===== config.mk =====
export PLATFORM = sky130hd
export DESIGN_NAME = cqf_cycle_ctrl
export DESIGN_NICKNAME = d
export VERILOG_FILES = /design/src/rtl/cqf_cycle_ctrl.sv
export SDC_FILE = /design/constraint.sdc
export NUM_CORES = 1
export LEC_CHECK = 0
export ABC_AREA = 1
export BUFFER_PORTS_ARGS = -buffer_cell sky130_fd_sc_hd__clkbuf_2
export CAP_MARGIN = 20
export CORE_MARGIN = 2
export CORE_UTILIZATION = 50
export CTS_CLUSTER_DIAMETER = 30
export DETAILED_ROUTE_END_ITERATION = 6
export PLACE_DENSITY = 0.8
export SYNTH_ARGS = -nofsm -noshare
export SYNTH_HDL_FRONTEND = slang
export SYNTH_SLANG_ARGS = --single-unit
export TNS_END_PERCENT = 100

===== constraint.sdc =====
create_clock -name clk_i -period 1.7 [get_ports clk_i]
set_input_delay 0.255 -clock clk_i [delete_from_list [all_inputs] [get_ports clk_i]]
set_output_delay 0.255 -clock clk_i [all_outputs]
set_load 0.05 [all_outputs]

===== src/rtl/cqf_cycle_ctrl.sv =====
// CQF cycle controller: slot counter, ingress gating, queue select and drain skid buffer.
// Optional guard-window hold is enabled by defining CQF_GUARD_EN.
module cqf_cycle_ctrl #(
    parameter int CYCLE_LEN = 2048,
    parameter int GUARD_LEN = 64,
    parameter int DW        = 8
) (
    input  logic          clk_i,
    input  logic          rst_i,
    input  logic          in_vld_i,
    input  logic          in_eop_i,
    input  logic [DW-1:0] in_data_i,
    output logic          in_rdy_o,
    output logic          fifo_sel_o,
    output logic          cq_vld_o,
    output logic          cq_eop_o,
    output logic [DW-1:0] cq_data_o,
    input  logic          cq_rdy_i,
    output logic          cq_req_o,
    input  logic          cq_ack_i,
    input  logic [DW-1:0] cq_data_i,
    input  logic [1:0]    cq_status_i,
    output logic          out_vld_o,
    output logic [DW-1:0] out_data_o,
    input  logic          out_rdy_i,
    output logic          boundary_o,
    output logic          overrun_o,
    output logic          drain_late_o
);

    localparam int CW = $clog2(CYCLE_LEN);
    localparam logic [CW-1:0] CNT_LAST    = CW'(CYCLE_LEN - 1);
    localparam logic [CW-1:0] GUARD_START = CW'(CYCLE_LEN - GUARD_LEN);

`ifdef CQF_GUARD_EN
    localparam bit GUARD_EN = 1'b1;
`else
    localparam bit GUARD_EN = 1'b0;
`endif

    localparam logic [1:0] ST_IDLE = 2'd0;
    localparam logic [1:0] ST_PASS = 2'd1;
    localparam logic [1:0] ST_HOLD = 2'd2;

    logic [CW-1:0] cnt_q, cnt_d;
    logic [1:0]    state_q, state_d;
    logic          sel_q, sel_d;
    logic          pend_q, pend_d;
    logic          overrun_q, overrun_d;
    logic          late_q, late_d;
    logic          drain_q, drain_d;
    logic          req_q, req_d;
    logic [DW-1:0] skid_q [2];
    logic [DW-1:0] skid_d [2];
    logic          wr_ptr_q, wr_ptr_d;
    logic          rd_ptr_q, rd_ptr_d;
    logic [1:0]    occ_q, occ_d;

    logic boundary, guard_win, hold_cond, pass;
    logic eop_acc, sel_due, toggle, push, pop;

    assign boundary  = (cnt_q == CNT_LAST);
    assign guard_win = GUARD_EN & (cnt_q >= GUARD_START);
    assign hold_cond = guard_win | cq_status_i[1];
    assign pass      = (state_q == ST_PASS);
    assign eop_acc   = pass & in_vld_i & cq_rdy_i & in_eop_i;

    assign in_rdy_o  = pass & cq_rdy_i;
    assign cq_vld_o  = pass & in_vld_i;
    assign cq_eop_o  = pass & in_eop_i;
    assign cq_data_o = pass ? in_data_i : '0;

    // A boundary hit mid-frame is remembered and applied once the frame ends
    assign sel_due = boundary | pend_q;
    assign toggle  = sel_due & (~pass | eop_acc);

    assign push      = req_q & cq_ack_i;
    assign out_vld_o = (occ_q != 2'd0);
    assign pop       = out_vld_o & out_rdy_i;
    assign cq_req_o  = drain_q & ~cq_status_i[0]
                     & ((occ_q + {1'b0, req_q}) < 2'd2);

    assign out_data_o   = out_vld_o ? skid_q[rd_ptr_q] : '0;
    assign fifo_sel_o   = sel_q;
    assign boundary_o   = boundary;
    assign overrun_o    = overrun_q;
    assign drain_late_o = late_q;

    always_comb begin
        cnt_d   = boundary ? '0 : cnt_q + 1'b1;
        state_d = state_q;
        case (state_q)
            ST_IDLE: if (in_vld_i) state_d = hold_cond ? ST_HOLD : ST_PASS;
            ST_HOLD: if (!hold_cond) state_d = ST_PASS;
            ST_PASS: if (eop_acc) state_d = ST_IDLE;
            default: state_d = ST_IDLE;
        endcase
    end

    always_comb begin
        sel_d     = sel_q ^ toggle;
        pend_d    = sel_due & ~toggle;
        overrun_d = overrun_q | (boundary & pass & ~eop_acc);
        late_d    = late_q | (toggle & ~cq_status_i[0]);
        drain_d   = toggle | (drain_q & ~cq_status_i[0]);
        req_d     = cq_req_o;
    end

    always_comb begin
        skid_d   = skid_q;
        wr_ptr_d = wr_ptr_q ^ push;
        rd_ptr_d = rd_ptr_q ^ pop;
        occ_d    = occ_q + {1'b0, push} - {1'b0, pop};
        if (push) skid_d[wr_ptr_q] = cq_data_i;
    end

    always_ff @(posedge clk_i) begin
        if (rst_i) begin
            cnt_q     <= '0;
            state_q   <= ST_IDLE;
            sel_q     <= 1'b0;
            pend_q    <= 1'b0;
            overrun_q <= 1'b0;
            late_q    <= 1'b0;
            drain_q   <= 1'b0;
            req_q     <= 1'b0;
            skid_q[0] <= '0;
            skid_q[1] <= '0;
            wr_ptr_q  <= 1'b0;
            rd_ptr_q  <= 1'b0;
            occ_q     <= 2'd0;
        end else begin
            cnt_q     <= cnt_d;
            state_q   <= state_d;
            sel_q     <= sel_d;
            pend_q    <= pend_d;
            overrun_q <= overrun_d;
            late_q    <= late_d;
            drain_q   <= drain_d;
            req_q     <= req_d;
            skid_q    <= skid_d;
            wr_ptr_q  <= wr_ptr_d;
            rd_ptr_q  <= rd_ptr_d;
            occ_q     <= occ_d;
        end
    end

endmodule


---- After elaboration in Yosys (flattened, before gate mapping) ----
Index checks and enable logic that the tools add are counted.
cells by class
  $add $sub $neg .......................... 4
  order comparisons ....................... 4
  equal/unequal tests ..................... 6
  mux-type cells .......................... 13
  bitwise logic cells ..................... 28
  reduce and logical (&&, ||, !) cells .... 5
operators with widths
  operator                                                    count
  two-way mux 8 bit                                           6
  bitwise mux 16 bit                                          1
  bitwise AND 1 bit                                           14
  adder 11 x 1 -> 11 bit, second input constant               1
  == test 11 bit, second input constant                       1
  demux 8 bit (select 1 bit)                                  1
  two-way mux 2 bit                                           4
  one-hot mux 2 bit (3 select lines)                          1
  OR 1 bit                                                    5
  adder 2 x 1 -> 2 bit                                        2
  >= comparator 2 bit, second input constant                  2
  inequality test 2 bit, second input constant                2
  inverter 1 bit                                              4
  inverter 1 -> 2 bit                                         2
  AND reduction 3 bit                                         1
  bitwise XOR 1 bit                                           3
  == test 2 x 1 -> 1 bit, second input constant               1
  == test 2 bit, second input constant                        1
  logical NOT 2 bit                                           1
  less-than comparator 2 x 1 -> 1 bit, second input constant  1
  less-than comparator 2 bit, second input constant           1
  inequality test 2 x 1 -> 1 bit, second input constant       1
  nonzero test 2 bit                                          1
  OR reduction 2 bit                                          1
  2 further kinds                                             2
storage, ports and cells
  flip-flop bits (word level) ............. 39
  bits of input ports ..................... 25
  output and inout bits ................... 25
  logic and storage cells ................. 73

---- Longest topological paths before layout ----
Gate-level depths: netlist of run 1.
  word-level depth ........................ 8
  depth in mapped cells ................... 10
  mapped depth without buffers ............ 10

---- Worst setup path after synthesis of run 1 ----
OpenSTA, ideal clock, no wires.
  path kind ............................... reg2reg
  from .................................... register occ_q[1]
  to ...................................... register occ_q[1]
  library setup time ...................... 121 ps
  arrival ................................. 1,724 ps
  data required time ...................... 1,579 ps
  slack ................................... -144 ps
  stages on the path, launching flop included .. 11
  buffers on the path ..................... 0
  clock period less this slack ............ 1,844 ps
  cell sequence ........................... dfxtp_1 nor2_4 inv_1 nand2_1 inv_1 ha_1 inv_1 ha_1 xnor2_1 o21ai_0 a21oi_1
between the ends
  word-level cells in the longest chain between the ends .. 3
  elaborated cells on any way between the ends .. 4
  classes of those cells .................. add/sub: 2; bitwise: 1; reduce/logical: 1
RTL lines
  element                    RTL line  text
  start: declaration         57        logic [1:0] occ_q, occ_d;
  start signal: assignment   131       occ_q <= 2'd0;
  start signal: assignment   144       occ_q <= occ_d;
  nonzero test 2 bit         78        assign out_vld_o = (occ_q != 2'd0);
  net out_vld_o              23        output logic out_vld_o,
  bitwise AND 1 bit          79        assign pop = out_vld_o & out_rdy_i;
  subtractor 2 x 1 -> 2 bit  113       occ_d = occ_q + {1'b0, push} - {1'b0, pop};
The timed path passes the listed nets, and every way through them passes these cells.
A chain may end at the register's enable or synchronous reset.

---- Worst setup path in the final report of run 1 ----
  from .................................... register rd_ptr_q
  to ...................................... output port out_data_o[4]
between the ends
  word-level cells in the longest chain between the ends .. 5
RTL lines
  element                                               RTL line  text
  start: declaration                                    56        logic rd_ptr_q, rd_ptr_d;
  start signal: assignment                              143       rd_ptr_q <= rd_ptr_d;
  inverter 1 -> 2 bit (not written as such)             83        assign out_data_o = out_vld_o ? skid_q[rd_ptr_q] : '0;
  two-way mux 8 bit (not written as such) (3 in a row)  83
  two-way mux 8 bit                                     83
  end: declaration                                      24        output logic [DW-1:0] out_data_o,
No other way between the ends. The select of a mux whose other input is x is not followed.

==> results.txt, run 1 <==
status - finished clean
die height - 63.7 µm
GPL Wtd Cong - 0.817
initial antenna violation count - 0
vias in the first global route - 1603
Reg area - 790 µm²
Max Clock Freq - 0.617 GHz
WP data required - 1.44 ns
Nets - 329
Worst R2R Path Depth - 10
Setup Viol. Count Final - 0
CP startpoint kind - flip-flop
Post-route DRC - 0
CTS tree - built
io pins - 50
post-synth net total - 274
clock skew - 0.00313 ns
via count - 1652
most frequent cells in the layout - nor2_1 (58), dfxtp_1 (34), clkbuf_2 (31)
Worst slew margin - 80.2%
CTS clk-pin slew, worst paths - 0.11 ns
total core area - 3390 µm²
WP data arrival - 1.37 ns
worst-path cell chain - buf_4, nand2_1, a21oi_1, buf_2
Hold Vio Cnt, Final - 0
Yosys top cell by area - dfxtp_1
Yosys top cell area share - 43.8%
post-DP HPWL - 2620 µm
Die ar. - 4060 µm²
GRT overflow - 0
hold path depth - 3
most common cell after layout, fill and taps aside - nor2_1
syn avg cell area - 7.31 µm²
Crit Path Class - reg -> out
ANT cells - 0
Post-synth EDFFs - 0
maximum number of pins on one net before global-route repair - 21
Starting DRT DRC Count - 60
max-slew violations - 0
Layout fillers - 296
synth-to-layout area growth - 26.6%
Synth Register Bits - 39
Critical-path top delay cell - dfxtp_2
CTS root buf - clkbuf_4
Tot Pwr - 0.00178 W
clock sink count - 39
post-DR wirelength/cell - 10.7 µm
Critical Path Sink Type - output port
Horiz. Die Dim - 63.7 µm
clock tree buffer depth - 2
TritonCTS Buffers - 5
Rows - 21
Port Buf Inserts - 49
actual slew at the worst max-slew pin - 0.297 ns
pwr dens - 790 nW/µm²
CTS H-tree depth - 2
Cells after Synth - 244
Initial Util - 52.6%
Avg Vias per Cell - 4.77
Pre-antenna DRT Iters - 4
share of cells above drive strength 1 - 30.0%
Worst path max stage delay - 0.37 ns
reg2reg setup slack - 0.13 ns
mapped cell area - 1780 µm²
Hold WS - 0.148 ns
Main synth FF type - dfxtp_1
period utilization - 95.3%
worst skew pair latency - 0.34 ns
antenna-violating nets left - 0
worst vdd ir - 0.506 mV
Final min period - 1.62 ns
Async SR Flop Fraction - 0%
P_leak - 1.03 nW
Ys Warns - 0
first-pass GRT wire length - 6580 µm
gr usage total - 20.5%
synth top area cells - dfxtp_1 (44%), nor2_1 (13%), inv_1 (6.7%), nand2_1 (6.7%), o21ai_0 (5.6%)
Multi-input gate area - 872 µm²
hold buffers post-CTS - 0
Max FO, Critical Path - 8
Hold Crit Class - in -> reg
Netlist cell types - 29
total of max-cap violations - 0
final WL - 3690 µm
sequential element share of the synthesized area - 43.8%
-- stage by stage --
step | util (%) | area, µm² | setup TNS (ns) | setup WS, ns | std cells
after global routing | 66.6 | 2260 | -0.0408 | -0.0243 | 346
final | 66.6 | 2260 | 0 | 0.0797 | 346
after floorplan | - | 1790 | -0.144 | -0.144 | 244
after global placement | 61.4 | 2080 | 0 | 0.186 | 336
after detailed placement | 61.4 | 2080 | 0 | 0.102 | 336
after CTS | 65.6 | 2220 | 0 | 0.00219 | 345
-- path summary, 6_finish.rpt --
| kind | startpoint | to |
|---|---|---|
| setup / recovery | rd_ptr_q | out_data_o[4] |
| hold / removal | cq_data_i[2] | skid_q[2] |
| setup reg to reg | occ_q[1] | occ_q[1] |
| hold reg to reg | cnt_q[0] | cnt_q[0] |
-- sequential cells by signal (all words and copies together) (netlist names), 2 cells and up --
register  cells
cnt_q        11
occ_q         2
skid_q       16
state_q       2
-- layout make-up --
type,instances,share of cell area [%]
flip-flops and latches,39,35.0
inverters,35,5.98
clock buffers,8,3.05
multi-input cells,164,38.6
repair buffers,54,14.8
well taps,46,2.55
-- synthesized netlist by cell type (all sizes together) (3+ instances only) --
master  number
nand2       34
o21ai       21
xor2         3
buf          3
nor2        64
nand3        8
a21oi       18
inv         34
nor3         3
xnor2        3
clkbuf       3
dfxtp       39
ha           5
-- worst max-delay path, delay by kind of cell, from the launching register on --
family	cells	cell delay [ns]
AO/OA/AOI/OAI	1	0.15
buffers and inverters	2	0.44
flip-flops	1	0.37
AND/OR/NAND/NOR	1	0.07
-- power by group --
| part | internal [W] | switching (W) |
|---|---|---|
| Sequential | 0.000937 | 0.0000214 |
| Clock | 0.000243 | 0.000284 |
| Combinational | 0.0000985 | 0.000200 |
-- layer usage --
metal | vias to the layer above | part of all wire (%) | track usage [%]
met1 | 722 | 42 | 23.8
met4 | 0 | 1.9 | 8.15
met2 | 57 | 49 | 35.9
li1 | 867 | - | -
met3 | 6 | 6.5 | 5.11
met5 | - | 0 | 0
-- cell families after synthesis --
family	synth area share, %
simple gates	28.1
compound gates	12.4
buf+inv	9.33
flops	43.8
xor+xnor	2.95
fa+ha+maj	3.51
-- what timing repair did --
action | in CTS | in global routing
hold endpoints to repair | 0 | 0
setup buffers | 1 | 1
pin swaps | 1 | 2
resized for setup | 21 | 19
setup endpoints to repair | 13 | 21
Note: power is estimated with default switching activity, not from simulation.
==> run 2, diff against run 1 <==
Settings changed: SETUP_SLACK_MARGIN set to 0.15.
==> run 2 against run 1 <==
- worst setup slack got worse by 0.041 ns
- via count rose by 14%
- sequential share of layout area fell by 7.2 points
- combinational power rose by 90%
==> results.txt, run 2 (same netlist as run 1, synthesis figures left out) <==
Max Clock Freq - 0.602 GHz
antenna-violating nets left - 0
Cell Area, Placed - 2100 µm²
Final Non-Filler Cells - 360
WP data required - 1.44 ns
GPL Wtd Cong - 0.831
status - finished clean
Switching Power - 0.000672 W
Final min period - 1.66 ns
Initial Util - 52.6%
initial antenna violation count - 0
CTS tree - built
die height - 63.7 µm
post-DP HPWL - 2660 µm
Avg Vias per Cell - 5.24
pwr dens - 723 nW/µm²
Reg with most FFs - skid_q
post-route setup TNS - 0 ns
io pins - 50
clock tree buffer depth - 2
Pre-antenna DRT Iters - 4
final WL - 5890 µm
Max FO, Critical Path - 5
most frequent cells in the layout - nor2_1 (47), dfxtp_1 (32), clkbuf_2 (27)
Final Util - 85.1%
RSZ-0062 raised after global routing - true
switching share of total power - 32.2%
Tot Pwr - 0.00209 W
power share of the clock group - 26.3%
Die ar. - 4060 µm²
Setup Viol. Count Final - 0
gr usage total - 25.6%
vias in the first global route - 1831
Rows - 21
Hold Vio Cnt, Final - 0
maximum number of pins on one net before global-route repair - 20
final std cell area, no fill - 2880 µm²
Comb power frac - 27.2%
total of max-cap violations - 0
WP data arrival - 1.41 ns
Horiz. Die Dim - 63.7 µm
total core area - 3390 µm²
Nets - 343
Layout fillers - 170
max-slew violations - 0
worst vdd ir - 0.588 mV
CTS root buf - clkbuf_4
Worst slew margin - 80.4%
P_leak - 1.30 nW
clock skew - 0.0167 ns
Hold Crit Class - in -> reg
max reg flops - 16
ANT cells - 0
Post-route DRC - 0
GRT overflow - 0
Port Buf Inserts - 49
Starting DRT DRC Count - 159
CTS H-tree depth - 2
most common cell after layout, fill and taps aside - nor2_1
actual slew at the worst max-slew pin - 0.294 ns
post-placement cell count - 336
synth-to-layout area growth - 61.6%
post-DR wirelength/cell - 16.4 µm
period utilization - 97.7%
CP startpoint kind - flip-flop
Sequential Power Share - 46.5%
Internal Power - 0.00141 W
via count - 1885
biggest regs - skid_q x16, cnt_q x11
clock sink count - 39
worst skew pair latency - 0.37 ns
first-pass GRT wire length - 8100 µm
CTS clk-pin slew, worst paths - 0.13 ns
Critical Path Sink Type - output port
Crit Path Class - reg -> out
TritonCTS Buffers - 5
share of cells above drive strength 1 - 49.0%
## run 2: per-layer routing
| metal | track usage (%) | wire length, µm | up-vias |
|---|---|---|---|
| met1 | 28.1 | 2050 | 863 |
| met5 | 0 | 0 | - |
| met3 | 7.39 | 400 | 24 |
| li1 | - | - | 903 |
| met2 | 46.2 | 3200 | 95 |
| met4 | 10.3 | 237 | 0 |
## run 2: final cells by class
cell class	count	area [µm²]	share of cell area (%)
multi-input combinational	164	1180	40.9
inverter	35	146	5.08
sequential	39	800	27.7
timing repair buffer	67	624	21.6
timing repair inverter	1	7.51	0.260
clock buffer	8	68.8	2.39
tap	46	57.6	2.00
## run 2: power by group through the flow
stage | sequential, W | combinational [W] | clock, W
floorplan | 0.000968 | 0.000202 | 0
global placement | 0.000971 | 0.000285 | 0
detailed placement | 0.000972 | 0.000289 | 0
CTS | 0.000958 | 0.000397 | 0.000545
global route | 0.000973 | 0.000604 | 0.000603
finish | 0.000969 | 0.000568 | 0.000549
## run 2: what timing repair did
action / CTS / global route
setup endpoints to repair: 22 / 33
buffers inserted: 13 / 2
hold buffers: 0 / 0
resized for setup: 70 / 98
pin swaps: 7 / 24
cloned: 1 / 0
hold endpoints to repair: 0 / 0
## run 2: critical path: stages (launching register included)
cell and delay [ns]:
dfxtp_2 0.34, inv_2 0.05, nor2_4 0.16, clkinvlp_4 0.18
nor2_2 0.16, buf_8 0.16
## run 2: through the flow
step | worst slack, ns | hold WS [ns]
2_1_floorplan | -0.144 | 0.390
3_3_place_gp | 0.184 | 0.434
3_5_place_dp | 0.0967 | 0.446
4_1_cts | 0.0458 | 0.127
5_1_grt | -0.0546 | 0.121
6_report | 0.0386 | 0.127
## run 2: path summary, 6_finish.rpt
| check | slack [ns] | endpoint | startpoint | cells after the start |
|---|---|---|---|---|
| hold reg to reg | 0.47 | drain_late_o | drain_late_o | 2 |
| setup / recovery | 0.04 | cq_eop_o | state_q[0] | 5 |
| setup reg to reg | 0.14 | occ_q[1] | occ_q[1] | 10 |
| hold / removal | 0.13 | skid_q[11] | cq_data_i[3] | 3 |
